`src/rtl/mmio_pkg.sv`:
```
// mmio_pkg: shared state encoding and constants for the peripheral MMIO bridge
package mmio_pkg;
  typedef enum logic [2:0] {IDLE, WRITE, READ, WAIT, RESP} mmio_state_t;
  localparam logic [15:0] MMIO_WINDOW_HI = 16'h3FF5;
  localparam int MMIO_DEFAULT_TIMEOUT = 16;
  localparam int MMIO_ERR_W = 8;
endpackage

```
`src/rtl/mmio_timeout_ctr.sv`:
```
// mmio_timeout_ctr: counts WAIT cycles, expired flags the last allowed one
module mmio_timeout_ctr import mmio_pkg::*; #(
  parameter int TIMEOUT_CYCLES = MMIO_DEFAULT_TIMEOUT
) (
  input  logic clk,
  input  logic rst,
  input  logic clear,
  input  logic enable,
  output logic expired
);
  localparam int W = $clog2(TIMEOUT_CYCLES + 1);
  localparam logic [W-1:0] LAST = W'(TIMEOUT_CYCLES - 1);
  logic [W-1:0] cnt;
  assign expired = cnt == LAST;
  always_ff @(posedge clk or negedge rst)
    if (!rst) cnt <= '0;
    else if (clear) cnt <= '0;
    else if (enable && !expired) cnt <= cnt + W'(1);
endmodule

```
`src/rtl/mmio_bridge.sv`:
```
// mmio_bridge: single-outstanding CPU request to peripheral bus bridge with read timeout
module mmio_bridge import mmio_pkg::*; #(
  parameter int TIMEOUT_CYCLES = MMIO_DEFAULT_TIMEOUT,
  parameter logic [15:0] WINDOW_HI = MMIO_WINDOW_HI
) (
  input  logic                  clk,
  input  logic                  rst,
  input  logic                  req_valid_in,
  output logic                  req_ready_out,
  input  logic [31:0]           req_addr_in,
  input  logic [31:0]           req_wdata_in,
  input  logic                  req_we_in,
  output logic                  resp_valid_out,
  input  logic                  resp_ready_in,
  output logic [31:0]           resp_rdata_out,
  output logic                  resp_err_out,
  output logic [MMIO_ERR_W-1:0] err_count_out,
  output logic [31:0]           addr_out,
  output logic [31:0]           data_out,
  output logic                  wr_out,
  output logic                  rd_out,
  input  logic                  rd_valid_in,
  input  logic [31:0]           data_in
);
  mmio_state_t state, state_nxt;
  logic hs, in_win, expired, enter_resp, rsp_err;
  logic [31:0] rsp_rdata;
  assign hs = req_valid_in && req_ready_out;
  assign in_win = req_addr_in[31:16] == WINDOW_HI;
  always_comb begin
    state_nxt = state;
    case (state)
      IDLE:    state_nxt = !hs ? IDLE : !in_win ? RESP : req_we_in ? WRITE : READ;
      WRITE:   state_nxt = RESP;
      READ:    state_nxt = WAIT;
      WAIT:    state_nxt = (rd_valid_in || expired) ? RESP : WAIT;
      RESP:    state_nxt = resp_ready_in ? IDLE : RESP;
      default: state_nxt = IDLE;
    endcase
  end
  // Only IDLE (out-of-window) and a silent WAIT can enter RESP with an error
  assign enter_resp = state_nxt == RESP && state != RESP;
  assign rsp_err = state == IDLE || (state == WAIT && !rd_valid_in);
  assign rsp_rdata = (state == WAIT && rd_valid_in) ? data_in : '0;
  mmio_timeout_ctr #(.TIMEOUT_CYCLES(TIMEOUT_CYCLES)) u_timeout (
    .clk(clk),
    .rst(rst),
    .clear(state == READ),
    .enable(state == WAIT),
    .expired(expired)
  );
  always_ff @(posedge clk or negedge rst)
    if (!rst) state <= IDLE;
    else state <= state_nxt;
  // Outputs are registered from the next state so they line up with it
  always_ff @(posedge clk or negedge rst)
    if (!rst) begin
      req_ready_out  <= 1'b0;
      resp_valid_out <= 1'b0;
      resp_rdata_out <= '0;
      resp_err_out   <= 1'b0;
      err_count_out  <= '0;
      addr_out       <= '0;
      data_out       <= '0;
      wr_out         <= 1'b0;
      rd_out         <= 1'b0;
    end else begin
      req_ready_out  <= state_nxt == IDLE;
      resp_valid_out <= state_nxt == RESP;
      wr_out         <= state_nxt == WRITE;
      rd_out         <= state_nxt == READ;
      if (hs && in_win) addr_out <= req_addr_in;
      if (hs && in_win && req_we_in) data_out <= req_wdata_in;
      if (enter_resp) begin
        resp_rdata_out <= rsp_rdata;
        resp_err_out   <= rsp_err;
      end
      if (enter_resp && rsp_err && err_count_out != '1) err_count_out <= err_count_out + 1'b1;
    end
endmodule

```
`config.mk`:
```
export PLATFORM = sky130hd
export DESIGN_NAME = mmio_bridge
export DESIGN_NICKNAME = d
export VERILOG_FILES = /design/src/rtl/mmio_pkg.sv /design/src/rtl/mmio_timeout_ctr.sv /design/src/rtl/mmio_bridge.sv
export SDC_FILE = /design/constraint.sdc
export NUM_CORES = 1
export LEC_CHECK = 0
export ABC_AREA = 0
export BUFFER_PORTS_ARGS = -buffer_cell sky130_fd_sc_hd__buf_2
export CAP_MARGIN = 20
export CORE_UTILIZATION = 49
export CTS_CLUSTER_DIAMETER = 40
export DETAILED_ROUTE_END_ITERATION = 12
export PLACE_DENSITY_LB_ADDON = 0.1
export SKIP_LAST_GASP = 1
export SYNTH_ARGS = -nofsm -noshare
export SYNTH_HDL_FRONTEND = slang
export SYNTH_SLANG_ARGS = --single-unit
export TNS_END_PERCENT = 50
```
`constraint.sdc`:
```
create_clock -name clk -period 6.2 [get_ports clk]
set_clock_uncertainty 0.1 [all_clocks]
set_input_delay 1.24 -clock clk [delete_from_list [all_inputs] [get_ports clk]]
set_output_delay 1.24 -clock clk [all_outputs]
set_load 0.01 [all_outputs]
```
==> flow_metrics.env <==
export IMPL_drtAntennaViolNets=0
export IMPL_synth_top_cell_by_area="sky130_fd_sc_hd__dfrtp_1"
export IMPL_initial_utilization=0.5019
export IMPL_vias=3429
export IMPL_postLayoutCoreUtil=0.6887
export IMPL_clock_tree_root_cell="sky130_fd_sc_hd__clkbuf_8"
export IMPL_syn_avg_cell_area_um2=13.38
export IMPL_static_leakage_uw=0.003784
export IMPL_cts_htree_levels=4
export IMPL_timing_final_hold_violations=0
export IMPL_synth_ff_latch_count=117
export IMPL_worstHoldPathType="flop to flop"
export IMPL_grt_use_met1=0.2825
export IMPL_firstDrtPassIters=4
export IMPL_design_die_area_mm2=0.009812
export IMPL_drv_slew=0
export IMPL_width_of_the_die_um=99.06
export IMPL_timing_final_setup_violations=0
export IMPL_post_layout_total_power_uw=2037
export IMPL_commonest_cells_post_synth="sky130_fd_sc_hd__dfrtp_1, sky130_fd_sc_hd__nand2_1, sky130_fd_sc_hd__a22o_1, sky130_fd_sc_hd__mux2_2, sky130_fd_sc_hd__nand2b_1"
export IMPL_cts_resized_gates=0
export IMPL_asyncSetResetFlopFracSynth=1.000
export IMPL_cts_hold_buf=0
export IMPL_post_route_period_util=0.5185
export IMPL_crit_top_cell="sky130_fd_sc_hd__ha_1"
export IMPL_syn_area_mm2=0.004616
export IMPL_n_antenna_cell=0
export IMPL_io_pin_count=211
export IMPL_worst_setup_hold_path_clk_slew_ps=50
export IMPL_number_of_buffers_added_on_ports=210
export IMPL_pwr_density_cell_mw_per_mm2=321.7
export IMPL_clk_path_buf_depth=2
export IMPL_synth_seq_area_share=0.6343
export IMPL_gr_total_overflow=0
export IMPL_grt_first_pass_wirelength_um=17050
export IMPL_grt_start_max_net_pins=61
export IMPL_design_final_nets=661
export IMPL_status="complete, no violations"
export IMPL_slew_limit_headroom=0.2925
export IMPL_timing_fmax_mhz=311.1
export IMPL_synth_most_common_cell="sky130_fd_sc_hd__dfrtp_1"
export IMPL_core_rowCount=35
export IMPL_critical_path_slowest_cell="sky130_fd_sc_hd__a22oi_4"
export IMPL_global_route_usage_total=0.2283
export IMPL_critical_path_class="flop to flop"
export IMPL_min_period_ps=3215
export IMPL_routed_wirelength_normalized_by_instance_count_um=15.76
export IMPL_rsz0062_at_grt="false"
export IMPL_grt_met3_usage=0.06667
export IMPL_final_cell_area_mm2=0.006334
export IMPL_clock_insertion_delay_worst_skew_ps=490
export IMPL_end_kind="flop"
export IMPL_cts_repair_timing_setup_buffer_count=0
export IMPL_cp_data_arrival_time_ps=3490
export IMPL_worst_setup_path_start_kind="flop"
export IMPL_gr_util_met2=0.3636
export IMPL_drt_drc_violations_left=0
export IMPL_path_cells="ha_1 -> and3_1 -> ha_1 -> or3b_2 -> a22oi_4 -> nor2_1 -> mux2_2"
export IMPL_dpl_wire_length_um=7518
export IMPL_avgViaCountPerCell=5.058
export IMPL_syn_nets=450
export IMPL_first_global_vias=3470
export IMPL_clock_tree_from_tritoncts="yes"
export IMPL_worst_slew_pin_transition_ps=1061
export IMPL_drive_gt1_frac=0.5009
export IMPL_gpl_final_weighted_congestion=0.7238
export IMPL_cts_sink_count=117
export IMPL_synth_top_flop_cell="sky130_fd_sc_hd__dfrtp_1"
export IMPL_dieHeight_um=99.06
export IMPL_timing_setup_tns_ps=0
export IMPL_critPathMaxFanout=40
export IMPL_max_capacitance_violation_count=0
export IMPL_syn2layout_area_growth_pct=37.22
export IMPL_crit_required_ps=6480
export IMPL_synthCells=345
export IMPL_synth_unique_cells=44
export IMPL_max_rail_drop_vdd_mv=0.2107
export IMPL_cp_buffers_inverters=0
export IMPL_critPathMaxStageDelay_ps=850
export IMPL_wire_length_reported_by_the_detailed_router_um=10690
export IMPL_drtIter0Drc=83
export IMPL_yosys_warnings=0
export IMPL_cts_buffers=17
export IMPL_floorplan_core_area_mm2=0.009196
export IMPL_placement_cell_area_mm2=0.005694
export IMPL_crit_family="simple AND/OR/NAND/NOR gates"
export IMPL_yosysTopAreaCellShare=0.6343
export IMPL_globalRoute_busiestLayer="met2"
export IMPL_number_of_antenna_violations_at_the_first_check_in_global_routing=0
export IMPL_post_synth_edffs=0
export IMPL_yosys_top_cells_area="sky130_fd_sc_hd__dfrtp_1, sky130_fd_sc_hd__mux2_2, sky130_fd_sc_hd__a22o_1, sky130_fd_sc_hd__nand2_1, sky130_fd_sc_hd__nand2b_1"
report_power, final:
group | internal (uW) | switching, uW
sequential | 795 | 28.4
clock | 680 | 325
combinational | 86.2 | 123
total | 1560 | 476
registers in the layout (all words and copies together), names as in the netlist:
name,flops
req_ready_out,1
err_count_out,8
rd_out,1
data_out,32
wr_out,1
resp_rdata_out,32
resp_err_out,1
state,3
u_timeout.cnt,5
addr_out,32
resp_valid_out,1
worst paths after layout:
kind                                               from                              to  depth (start not counted)  slack, ps
max reg2reg                u_timeout.cnt[0]$_DFFE_PN0P_    err_count_out[1]$_DFFE_PN0P_                          7       2990
min                            addr_out[25]$_DFFE_PN0P_        addr_out[25]$_DFFE_PN0P_                          1        360
max in group asynchronous                           rst        addr_out[31]$_DFFE_PN0P_                          2       4060
min in group asynchronous                           rst  resp_rdata_out[29]$_DFFE_PN0P_                          1        690
min reg2reg                    addr_out[25]$_DFFE_PN0P_        addr_out[25]$_DFFE_PN0P_                          1        360
max                        u_timeout.cnt[0]$_DFFE_PN0P_    err_count_out[1]$_DFFE_PN0P_                          7       2990
cell type report:
class                   instances  area [um2]
well taps                     111       138.9
flip-flops and latches        117        2928
multi-input cells             204        1551
repair buffers                212        1089
fillers                       739        2863
clock inverters                 8       148.9
clock buffers                  22       462.9
inverters                       4       15.01
layout by cell type, fill, tap and decap left out, types with 2 or more instances in the layout:
cell type,count
sky130_fd_sc_hd__o31ai_1,2
sky130_fd_sc_hd__buf_4,2
sky130_fd_sc_hd__xor2_1,6
sky130_fd_sc_hd__and2_1,4
sky130_fd_sc_hd__a22oi_4,2
sky130_fd_sc_hd__clkinvlp_4,2
sky130_fd_sc_hd__dfrtp_1,117
sky130_fd_sc_hd__o22ai_1,2
sky130_fd_sc_hd__nand4_1,2
sky130_fd_sc_hd__a21oi_1,2
sky130_fd_sc_hd__clkbuf_1,2
sky130_fd_sc_hd__nand3b_1,2
sky130_fd_sc_hd__nor2_1,4
sky130_fd_sc_hd__nor3_1,4
sky130_fd_sc_hd__buf_2,209
sky130_fd_sc_hd__ha_1,3
sky130_fd_sc_hd__mux2_2,32
sky130_fd_sc_hd__inv_1,4
sky130_fd_sc_hd__clkbuf_16,16
sky130_fd_sc_hd__nand2_1,55
sky130_fd_sc_hd__and3_1,3
sky130_fd_sc_hd__bufinv_16,4
sky130_fd_sc_hd__mux2_1,3
sky130_fd_sc_hd__nand2b_1,15
sky130_fd_sc_hd__and4b_1,2
sky130_fd_sc_hd__o21ai_0,3
sky130_fd_sc_hd__nor4_1,2
sky130_fd_sc_hd__a22o_1,37
sky130_fd_sc_hd__clkbuf_8,4
cell families after synthesis:
group                    after synthesis  synth area share
multiplexers                          35           0.08539
adder cells (fa/ha/maj)                3          0.008133
XOR/XNOR                               6           0.01139
flip-flops                           117            0.6343
buffers and inverters                 24           0.02954
AO/OA/AOI/OAI                         50           0.09487
AND/OR/NAND/NOR                      110            0.1364
metrics by stage:
step	worst slack (ps)	hold WS, ps	instances
global route	2819	378.3	678
detailed placement	2705	349.7	647
CTS	2991	362.2	677
floorplan	3399	395.8	345
finish	2985	358.0	678
global placement	2754	343.0	647
per-layer routing:
layer  vias up  part of all wire
met3        29             0.054
met2       126              0.49
met5         -                 0
met4         0             0.034
met1      1647              0.43
li1       1627                 -
Note: power is estimated with default switching activity, not from simulation.
